--- src/rtl/avalon_wb_bridge_if.sv ---
`default_nettype none
// ============================================================================
//  Module   : avalon_wb_bridge_if
//  Brief    : Avalon-MM slave side and Wishbone classic master side bundle.
//  Revision : 1.0  initial release
// ============================================================================
interface avalon_wb_bridge_if #(
   parameter int DATA_W = 8,
   parameter int ADDR_W = 8
);
   logic [ADDR_W-1:0]   avs_address;
   logic                avs_chipselect;
   logic                avs_read;
   logic                avs_write;
   logic [DATA_W/8-1:0] avs_byteenable;
   logic [DATA_W-1:0]   avs_writedata;
   logic [DATA_W-1:0]   avs_readdata;
   logic                avs_waitrequest;
   logic [ADDR_W-1:0]   wbm_adr_o;
   logic [DATA_W-1:0]   wbm_dat_o;
   logic [DATA_W-1:0]   wbm_dat_i;
   logic [DATA_W/8-1:0] wbm_sel_o;
   logic                wbm_cyc_o;
   logic                wbm_stb_o;
   logic                wbm_we_o;
   logic                wbm_ack_i;

   // Bridge view: Avalon slave facing the fabric, Wishbone master facing the peripheral.
   modport slave (
      input  avs_address, avs_chipselect, avs_read, avs_write,
      input  avs_byteenable, avs_writedata,
      output avs_readdata, avs_waitrequest,
      output wbm_adr_o, wbm_dat_o, wbm_sel_o, wbm_cyc_o, wbm_stb_o, wbm_we_o,
      input  wbm_dat_i, wbm_ack_i
   );

   // Environment view: Avalon master plus Wishbone slave.
   modport master (
      output avs_address, avs_chipselect, avs_read, avs_write,
      output avs_byteenable, avs_writedata,
      input  avs_readdata, avs_waitrequest,
      input  wbm_adr_o, wbm_dat_o, wbm_sel_o, wbm_cyc_o, wbm_stb_o, wbm_we_o,
      output wbm_dat_i, wbm_ack_i
   );
endinterface
`default_nettype wire

--- src/rtl/avalon_wb_bridge.sv ---
`default_nettype none
// ============================================================================
//  Module   : avalon_wb_bridge
//  Brief    : Avalon-MM slave to Wishbone classic master bridge, IDLE/BUS/DONE
//             transfer FSM. Optional bus watchdog: AWB_BRIDGE_TIMEOUT_EN.
//  Revision : 1.0  initial release
// ============================================================================
module avalon_wb_bridge #(
   parameter int DATA_W      = 8,
   parameter int ADDR_W      = 8,
   parameter int TIMEOUT_CYC = 256
) (
   input  logic              csi_clk,
   input  logic              rsi_reset,
   avalon_wb_bridge_if.slave bus,
   output logic              timeout_o,
   output logic [7:0]        timeout_cnt_o
);
   localparam int BE_W = DATA_W / 8;

   typedef enum logic [1:0] {
      IDLE = 2'd0,
      BUS  = 2'd1,
      DONE = 2'd2
   } state_t;

   state_t state;
   state_t state_nxt;

   logic              start;
   logic              ack;
   logic              expire;
   logic [ADDR_W-1:0] adr;
   logic [DATA_W-1:0] wdat;
   logic [DATA_W-1:0] rdat;
   logic [BE_W-1:0]   sel;
   logic              we;

   assign start = bus.avs_chipselect & (bus.avs_read | bus.avs_write);
   assign ack   = (state == BUS) & bus.wbm_ack_i;

   always_ff @(posedge csi_clk) begin
      if (rsi_reset) begin
         state <= IDLE;
      end else begin
         state <= state_nxt;
      end
   end

   always_comb begin
      state_nxt = state;
      case (state)
         IDLE:    if (start) state_nxt = BUS;
         BUS:     if (ack || expire) state_nxt = DONE;
         DONE:    state_nxt = IDLE;
         default: state_nxt = IDLE;
      endcase
   end

   // Request fields are latched once at launch and held for the whole cycle.
   always_ff @(posedge csi_clk) begin
      if (rsi_reset) begin
         adr  <= '0;
         wdat <= '0;
         sel  <= '0;
         we   <= 1'b0;
         rdat <= '0;
      end else begin
         if (state == IDLE && start) begin
            adr  <= bus.avs_address;
            wdat <= bus.avs_writedata;
            sel  <= bus.avs_byteenable;
            we   <= bus.avs_write & ~bus.avs_read;
         end
         if (ack && !we) begin
            rdat <= bus.wbm_dat_i;
         end else if (expire && !we) begin
            rdat <= '1;
         end
      end
   end

   assign bus.wbm_adr_o       = adr;
   assign bus.wbm_dat_o       = wdat;
   assign bus.wbm_sel_o       = sel;
   assign bus.wbm_cyc_o       = (state == BUS);
   assign bus.wbm_stb_o       = (state == BUS);
   assign bus.wbm_we_o        = (state == BUS) & we;
   assign bus.avs_readdata    = rdat;
   assign bus.avs_waitrequest = (state != DONE);

`ifdef AWB_BRIDGE_TIMEOUT_EN
   localparam int CNT_W = $clog2(TIMEOUT_CYC) + 1;

   logic [CNT_W-1:0] tmo_cnt;

   // A same-cycle ack takes priority over expiry.
   assign expire = (state == BUS) && !bus.wbm_ack_i &&
                   (tmo_cnt == CNT_W'(TIMEOUT_CYC - 1));

   always_ff @(posedge csi_clk) begin
      if (rsi_reset) begin
         tmo_cnt       <= '0;
         timeout_o     <= 1'b0;
         timeout_cnt_o <= '0;
      end else begin
         timeout_o <= expire;
         if (state == IDLE && start) begin
            tmo_cnt <= '0;
         end else if (state == BUS && !bus.wbm_ack_i) begin
            tmo_cnt <= tmo_cnt + CNT_W'(1);
         end
         if (expire && timeout_cnt_o != 8'hFF) begin
            timeout_cnt_o <= timeout_cnt_o + 8'd1;
         end
      end
   end
`else
   logic unused_timeout_cfg;

   assign expire             = 1'b0;
   assign timeout_o          = 1'b0;
   assign timeout_cnt_o      = 8'd0;
   assign unused_timeout_cfg = (TIMEOUT_CYC > 1);
`endif

endmodule
`default_nettype wire

--- src/flat_wrapper.sv ---
// flat-port wrapper written by rule: the top's interface ports become plain ports
module avalon_wb_bridge_flat 
#(
   parameter int DATA_W      = 8,
   parameter int ADDR_W      = 8,
   parameter int TIMEOUT_CYC = 256
)
  (csi_clk, rsi_reset, timeout_o, timeout_cnt_o, bus_avs_address, bus_avs_chipselect, bus_avs_read, bus_avs_write, bus_avs_byteenable, bus_avs_writedata, bus_avs_readdata, bus_avs_waitrequest, bus_wbm_adr_o, bus_wbm_dat_o, bus_wbm_sel_o, bus_wbm_cyc_o, bus_wbm_stb_o, bus_wbm_we_o, bus_wbm_dat_i, bus_wbm_ack_i);
  avalon_wb_bridge_if #(.DATA_W(DATA_W), .ADDR_W(ADDR_W)) bus_i ();
  input  logic csi_clk;
  input  logic rsi_reset;
  output logic timeout_o;
  output logic [7:0] timeout_cnt_o;
  input wire logic [$bits(bus_i.avs_address)-1:0] bus_avs_address;
  input wire logic [$bits(bus_i.avs_chipselect)-1:0] bus_avs_chipselect;
  input wire logic [$bits(bus_i.avs_read)-1:0] bus_avs_read;
  input wire logic [$bits(bus_i.avs_write)-1:0] bus_avs_write;
  input wire logic [$bits(bus_i.avs_byteenable)-1:0] bus_avs_byteenable;
  input wire logic [$bits(bus_i.avs_writedata)-1:0] bus_avs_writedata;
  output wire logic [$bits(bus_i.avs_readdata)-1:0] bus_avs_readdata;
  output wire logic [$bits(bus_i.avs_waitrequest)-1:0] bus_avs_waitrequest;
  output wire logic [$bits(bus_i.wbm_adr_o)-1:0] bus_wbm_adr_o;
  output wire logic [$bits(bus_i.wbm_dat_o)-1:0] bus_wbm_dat_o;
  output wire logic [$bits(bus_i.wbm_sel_o)-1:0] bus_wbm_sel_o;
  output wire logic [$bits(bus_i.wbm_cyc_o)-1:0] bus_wbm_cyc_o;
  output wire logic [$bits(bus_i.wbm_stb_o)-1:0] bus_wbm_stb_o;
  output wire logic [$bits(bus_i.wbm_we_o)-1:0] bus_wbm_we_o;
  input wire logic [$bits(bus_i.wbm_dat_i)-1:0] bus_wbm_dat_i;
  input wire logic [$bits(bus_i.wbm_ack_i)-1:0] bus_wbm_ack_i;
  assign bus_i.avs_address = bus_avs_address;
  assign bus_i.avs_chipselect = bus_avs_chipselect;
  assign bus_i.avs_read = bus_avs_read;
  assign bus_i.avs_write = bus_avs_write;
  assign bus_i.avs_byteenable = bus_avs_byteenable;
  assign bus_i.avs_writedata = bus_avs_writedata;
  assign bus_avs_readdata = bus_i.avs_readdata;
  assign bus_avs_waitrequest = bus_i.avs_waitrequest;
  assign bus_wbm_adr_o = bus_i.wbm_adr_o;
  assign bus_wbm_dat_o = bus_i.wbm_dat_o;
  assign bus_wbm_sel_o = bus_i.wbm_sel_o;
  assign bus_wbm_cyc_o = bus_i.wbm_cyc_o;
  assign bus_wbm_stb_o = bus_i.wbm_stb_o;
  assign bus_wbm_we_o = bus_i.wbm_we_o;
  assign bus_i.wbm_dat_i = bus_wbm_dat_i;
  assign bus_i.wbm_ack_i = bus_wbm_ack_i;
  avalon_wb_bridge #(.DATA_W(DATA_W), .ADDR_W(ADDR_W), .TIMEOUT_CYC(TIMEOUT_CYC)) u_core (.csi_clk(csi_clk), .rsi_reset(rsi_reset), .bus(bus_i), .timeout_o(timeout_o), .timeout_cnt_o(timeout_cnt_o));
endmodule
--- config.mk ---
export PLATFORM = sky130hd
export DESIGN_NAME = avalon_wb_bridge_flat
export DESIGN_NICKNAME = d
export VERILOG_FILES = /design/src/rtl/avalon_wb_bridge_if.sv /design/src/rtl/avalon_wb_bridge.sv /design/src/flat_wrapper.sv
export SDC_FILE = /design/constraint.sdc
export NUM_CORES = 1
export LEC_CHECK = 0
export BUFFER_PORTS_ARGS = -buffer_cell sky130_fd_sc_hd__buf_2
export CORE_MARGIN = 1.5
export CORE_UTILIZATION = 47
export CTS_CLUSTER_SIZE = 16
export DETAILED_ROUTE_END_ITERATION = 10
export PLACE_DENSITY = 0.95
export SKIP_LAST_GASP = 1
export SLEW_MARGIN = 0
export SYNTH_ARGS = -nofsm -noshare
export SYNTH_HDL_FRONTEND = slang
export SYNTH_SLANG_ARGS = --single-unit
--- constraint.sdc ---
create_clock -name csi_clk -period 3.1 [get_ports csi_clk]
set_clock_uncertainty 0.1 [all_clocks]
set_input_delay 0.155 -clock csi_clk [delete_from_list [all_inputs] [get_ports csi_clk]]
set_output_delay 0.155 -clock csi_clk [all_outputs]
set_load 0.05 [all_outputs]
# --- Word level (Yosys, flattened, before mapping) ---
# Index checks and enable logic that the tools add are counted.
classes:
  reduce_logical: 5
  bitwise_logic: 6
  n_mux: 3
  n_eq_ne: 4
ops:
  columns: ["operator", "count"]
  rows:
  - ["1-bit AND", 4]
  - ["2-bit 2-to-1 mux", 2]
  - ["2-bit by 1-bit inequality test with 1-bit output (second input constant)", 2]
  - ["2-bit case mux with 2 select lines", 1]
  - ["2-bit by 1-bit == test with 1-bit output (second input constant)", 1]
  - ["1-bit logical AND", 2]
  - ["2-bit zero test", 1]
  - ["2-bit inequality test (second input constant)", 1]
  - ["2-bit AND reduction", 1]
  - ["1-bit zero test", 1]
  - ["1-bit NOT", 1]
  - ["1-bit OR", 1]
word_totals:
  in_bits: 31
  elab_cells: 24
  output_inout_bits: 38
  register_bits: 28

# --- Depth between registers and ports, before layout ---
depth:
  ltp_word: 4
  mapped_depth: 5
  mapped_depth_nobuf: 3

# --- Least setup slack after synthesis ---
# No wires, ideal clock.
synth_path:
  path_kind: "register -> output"
  startpoint: "reg u_core.state[1]"
  endpoint: "out bus_wbm_we_o"
  path_slack_ns: 1.661
  n_path_buf: 0
  required_time_ns: 2.845
  arrival_ns: 1.184
  path_stages_with_launch: 3
  path_cell_list: "dfxtp_1 and2b_2 and2_1"
synth_between:
  elab_chain_cells: 2
synth_rtl:
  columns: ["element", "line", "source"]
  rows:
  - ["start: declaration", "avalon_wb_bridge.sv:27", "state_t state;"]
  - ["start signal: assignment", "avalon_wb_bridge.sv:46", "state <= state_nxt;"]
  - ["2-bit by 1-bit == test with 1-bit output", null, null]
  - ["via bus_wbm_cyc_o", "flat_wrapper.sv:25", "output wire logic [$bits(bus_i.wbm_cyc_o)-1:0] bus_wbm_cyc_o;"]
  - ["1-bit AND", "avalon_wb_bridge.sv:88", "assign bus.wbm_we_o = (state == BUS) & we;"]
  - ["end: declaration", "flat_wrapper.sv:27", "output wire logic [$bits(bus_i.wbm_we_o)-1:0] bus_wbm_we_o;"]
# The timed path passes the listed nets, and every way through them passes these cells.

# --- Final worst setup path ---
layout_path:
  startpoint: "reg u_core.state[1]"
  endpoint: "reg u_core.adr[0] (netlist: u_core.bus.wbm_adr_o[0])"
layout_between:
  elab_chain_cells: 2
layout_rtl:
  columns: ["element", "line", "source"]
  rows:
  - ["2-bit zero test", "avalon_wb_bridge.sv:69", "if (state == IDLE && start) begin"]
  - ["1-bit logical AND", "avalon_wb_bridge.sv:69", null]
  - ["end signal: assignment", "avalon_wb_bridge.sv:70", "adr <= bus.avs_address;"]
  - ["end: declaration", "avalon_wb_bridge.sv:33", "logic [ADDR_W-1:0] adr;"]
# Every way passes these cells.
# A chain may end at the register's enable or synchronous reset.

==> metrics.json <==
{
  "floorplan.rows": {"value": 18},
  "tightestPinTransition": {"value": 0.917, "unit": "ns"},
  "fp.coreArea": {"value": 2520, "unit": "um^2"},
  "route.detailed.drc": {"value": 0},
  "power.share.clock": {"value": 18.8, "unit": "%"},
  "routed-via-count": {"value": 1068},
  "maxCapViolCount": {"value": 0},
  "ant_nets": {"value": 0},
  "synth_seq_area_share": {"value": 43.9, "unit": "%"},
  "most-common-layout-cells": {"value": "sky130_fd_sc_hd__buf_2, sky130_fd_sc_hd__nand2b_1, sky130_fd_sc_hd__dfxtp_1, sky130_fd_sc_hd__dlygate4sd3_1, sky130_fd_sc_hd__mux2i_1"},
  "clock_latency_on_the_worst_skew_pair": {"value": 0.32, "unit": "ns"},
  "htree_levels": {"value": 1},
  "critical-path-slowest-cell": {"value": "sky130_fd_sc_hd__o21a_1"},
  "tritoncts": {"value": "done"},
  "power_spent_charging_and_discharging_nets": {"value": 257, "unit": "uW"},
  "part_of_the_cycle_the_worst_path_needs": {"value": 59.9, "unit": "%"},
  "yosys_warnings": {"value": 0},
  "netSwitchingFraction": {"value": 33.6, "unit": "%"},
  "register_clock_pin_slew_on_the_reported_worst_setup_and_hold_paths": {"value": 0.13, "unit": "ns"},
  "setup_viol": {"value": 0},
  "maximum_number_of_pins_on_one_net_before_global_route_repair": {"value": 46},
  "timing.critical_path.cells": {"value": "nor3b_2 > o21a_1 > mux2i_1"},
  "intPower": {"value": 508, "unit": "uW"},
  "die_area": {"value": 3040, "unit": "um^2"},
  "wirelength": {"value": 2.82, "unit": "mm"},
  "ys_types": {"value": 19},
  "numClockSinks": {"value": 28},
  "global_route_wire_length_before_repair": {"value": 4.32, "unit": "mm"},
  "finalMaxSlewViolations": {"value": 0},
  "postCtsResizedCells": {"value": 0},
  "crit_fanout": {"value": 17},
  "synth.ff_latch_count": {"value": 28},
  "detailed_place_hpwl": {"value": 1.65, "unit": "mm"},
  "initial_core_util": {"value": 50.6, "unit": "%"},
  "cpLargestDelayFamily": {"value": "compound AO/OA/AOI/OAI gates"},
  "slew-limit-headroom": {"value": 38.8, "unit": "%"},
  "routed_wire_length_per_instance": {"value": 11.9, "unit": "um"},
  "setup.worst_path.start_class": {"value": "flop"},
  "syn_avg_cell_area": {"value": 10.1, "unit": "um^2"},
  "place.gp.congestion": {"value": 0.753},
  "worst_ep_arrival_time": {"value": 2.00, "unit": "ns"},
  "hold_viol": {"value": 0},
  "syn_inst": {"value": 126},
  "layout_min_cycle_time": {"value": 1.86, "unit": "ns"},
  "clock-root-buffer": {"value": "sky130_fd_sc_hd__clkbuf_4"},
  "port_buffers": {"value": 59},
  "antenna-diode-count": {"value": 0},
  "numPlacedInstances": {"value": 206},
  "layout.cells.most_common": {"value": "sky130_fd_sc_hd__buf_2"},
  "fin_tns_setup": {"value": 0, "unit": "ns"},
  "worstHoldPathType": {"value": "input port to flop"},
  "ctsLongestPathBuffers": {"value": 2},
  "p_seq_share": {"value": 51.3, "unit": "%"},
  "numCtsBuffers": {"value": 3},
  "combinationalPowerShare": {"value": 29.9, "unit": "%"},
  "drt_first_pass_iters": {"value": 4},
  "timing.critical_path.buf_inv": {"value": 0},
  "finish.cell_count_without_fillers": {"value": 236},
  "irDropWorstVdd": {"value": 0.363, "unit": "mV"},
  "cp-end-kind": {"value": "flop"},
  "grt_pass1_vias": {"value": 1012},
  "data_required_time_at_the_worst_endpoint": {"value": 3.25, "unit": "ns"},
  "fp.dieH": {"value": 55.1, "unit": "um"},
  "unrepaired_setup_endpoints_after_global_routing": {"value": "false"},
  "first_iter_violations": {"value": 9},
  "syn_to_final_growth": {"value": 41.2, "unit": "%"},
  "run_status": {"value": "finished clean"},
  "fmax": {"value": 538, "unit": "MHz"},
  "num_io_pins": {"value": 69},
  "grt_usage": {"value": 20.5, "unit": "%"},
  "drive_gt1_share": {"value": 31.6, "unit": "%"},
  "power.static_leakage": {"value": 0.000849, "unit": "uW"},
  "syn_area": {"value": 1280, "unit": "um^2"},
  "setup_cp_type": {"value": "flop to flop"},
  "num-nets-final": {"value": 239},
  "die_w": {"value": 55.1, "unit": "um"},
  "grt-ovfl-total": {"value": 0},
  "power.density": {"value": 424, "unit": "nW/um^2"},
  "critPathMaxStageDelay": {"value": 0.78, "unit": "ns"},
  "grt_antenna_before_repair": {"value": 0},
  "viasPerCell": {"value": 4.53}
}
[worst reg2reg max path, delay by kind of cell, from the launching register on]
| family | cells | cell delay [ns] |
|---|---|---|
| compound gates | 1 | 0.78 |
| flops | 1 | 0.36 |
| mux | 1 | 0.29 |
| simple gates | 1 | 0.27 |
[logic make-up (layout without fill, tap and decap cells)]
kind of cell / after synthesis / count (layout) / synth area share [%]
mux: 25 / 25 / 19.6
other cells: 1 / 9 / 0.294
compound gates: 5 / 5 / 2.35
simple gates: 50 / 50 / 23.8
flops: 28 / 28 / 43.9
buf+inv: 17 / 89 / 10.1
[path summary, 6_finish.rpt]
kind                                   startpoint                                   end  slack [ns]  cells past startpoint
min                                 bus_avs_write                u_core.we$_SDFFE_PP0P_        0.06                      3
max reg2reg          u_core.state[1]$_SDFFE_PP0P_  u_core.bus.wbm_adr_o[0]$_SDFFE_PP0P_        1.24                      3
max                  u_core.state[1]$_SDFFE_PP0P_  u_core.bus.wbm_adr_o[0]$_SDFFE_PP0P_        1.24                      3
min reg2reg  u_core.bus.wbm_dat_o[5]$_SDFFE_PP0P_  u_core.bus.wbm_dat_o[5]$_SDFFE_PP0P_        0.38                      2
[metrics by stage]
step                      total power [uW]  hold slack [ns]  instance area (um^2)  utilization [%]  setup slack [ns]
after floorplan                        570            0.152                  1310                -              1.66
after global placement                 598            0.272                  1510             59.9              1.33
after detailed placement               601            0.274                  1510             59.9              1.26
after CTS                              766           0.0508                  1800             71.5              1.23
after global routing                   804           0.0592                  1800             71.5              1.08
final                                  765           0.0620                  1800             71.5              1.24
[repair_timing]
| action | 4_1_cts | 5_1_grt |
|---|---|---|
| hold buffers | 27 | 0 |
| setup buffers | 0 | 0 |
| endpoints found under the setup margin | 0 | 0 |
| endpoints found under the hold margin | 27 | 0 |
[cell usage after synthesis]
cell,instances,area (um^2)
sky130_fd_sc_hd__nand2b_1,35,219
sky130_fd_sc_hd__dfxtp_1,28,561
sky130_fd_sc_hd__mux2i_1,25,250
sky130_fd_sc_hd__buf_4,11,82.6
sky130_fd_sc_hd__nor2_1,9,33.8
sky130_fd_sc_hd__clkbuf_1,4,15.0
sky130_fd_sc_hd__a21oi_1,2,10.0
sky130_fd_sc_hd__a211oi_1,1,7.51
sky130_fd_sc_hd__and2_1,1,6.26
sky130_fd_sc_hd__and2b_2,1,8.76
sky130_fd_sc_hd__and4bb_2,1,12.5
sky130_fd_sc_hd__buf_12,1,20.0
sky130_fd_sc_hd__buf_6,1,11.3
sky130_fd_sc_hd__conb_1,1,3.75
sky130_fd_sc_hd__nand2_1,1,3.75
sky130_fd_sc_hd__nor3b_2,1,12.5
sky130_fd_sc_hd__o21a_1,1,7.51
sky130_fd_sc_hd__o21ai_0,1,5.00
sky130_fd_sc_hd__or2b_1,1,7.51
[area by class of cell]
class | count | area [um^2]
clock buffer | 3 | 22.5
fill | 198 | 718
multi-input combinational | 89 | 618
sequential | 28 | 561
tap | 30 | 37.5
timing repair buffer | 86 | 566
[registers in the layout, summed over array words and instances, names as in the netlist]
register,count
u_core.we,1
u_core.bus.avs_readdata,8
u_core.state,2
u_core.bus.wbm_sel_o,1
u_core.bus.wbm_dat_o,8
u_core.bus.wbm_adr_o,8
[power groups by stage]
stage	logic (uW)	clock network, uW	registers, uW
after detailed placement	201	0	400
after global placement	198	0	399
after global routing	244	164	395
after floorplan	107	0	463
after CTS	227	147	392
final	229	144	393
[layer usage]
metal,GRT usage (%),vias to the layer above,part of all wire (%)
met5,0,-,0
met3,3.76,6,6.6
met1,23.7,461,42
met2,35.5,51,50
met4,11.4,0,2.0
li1,-,550,-
No activity file was read; power rests on OpenSTA's default activity.
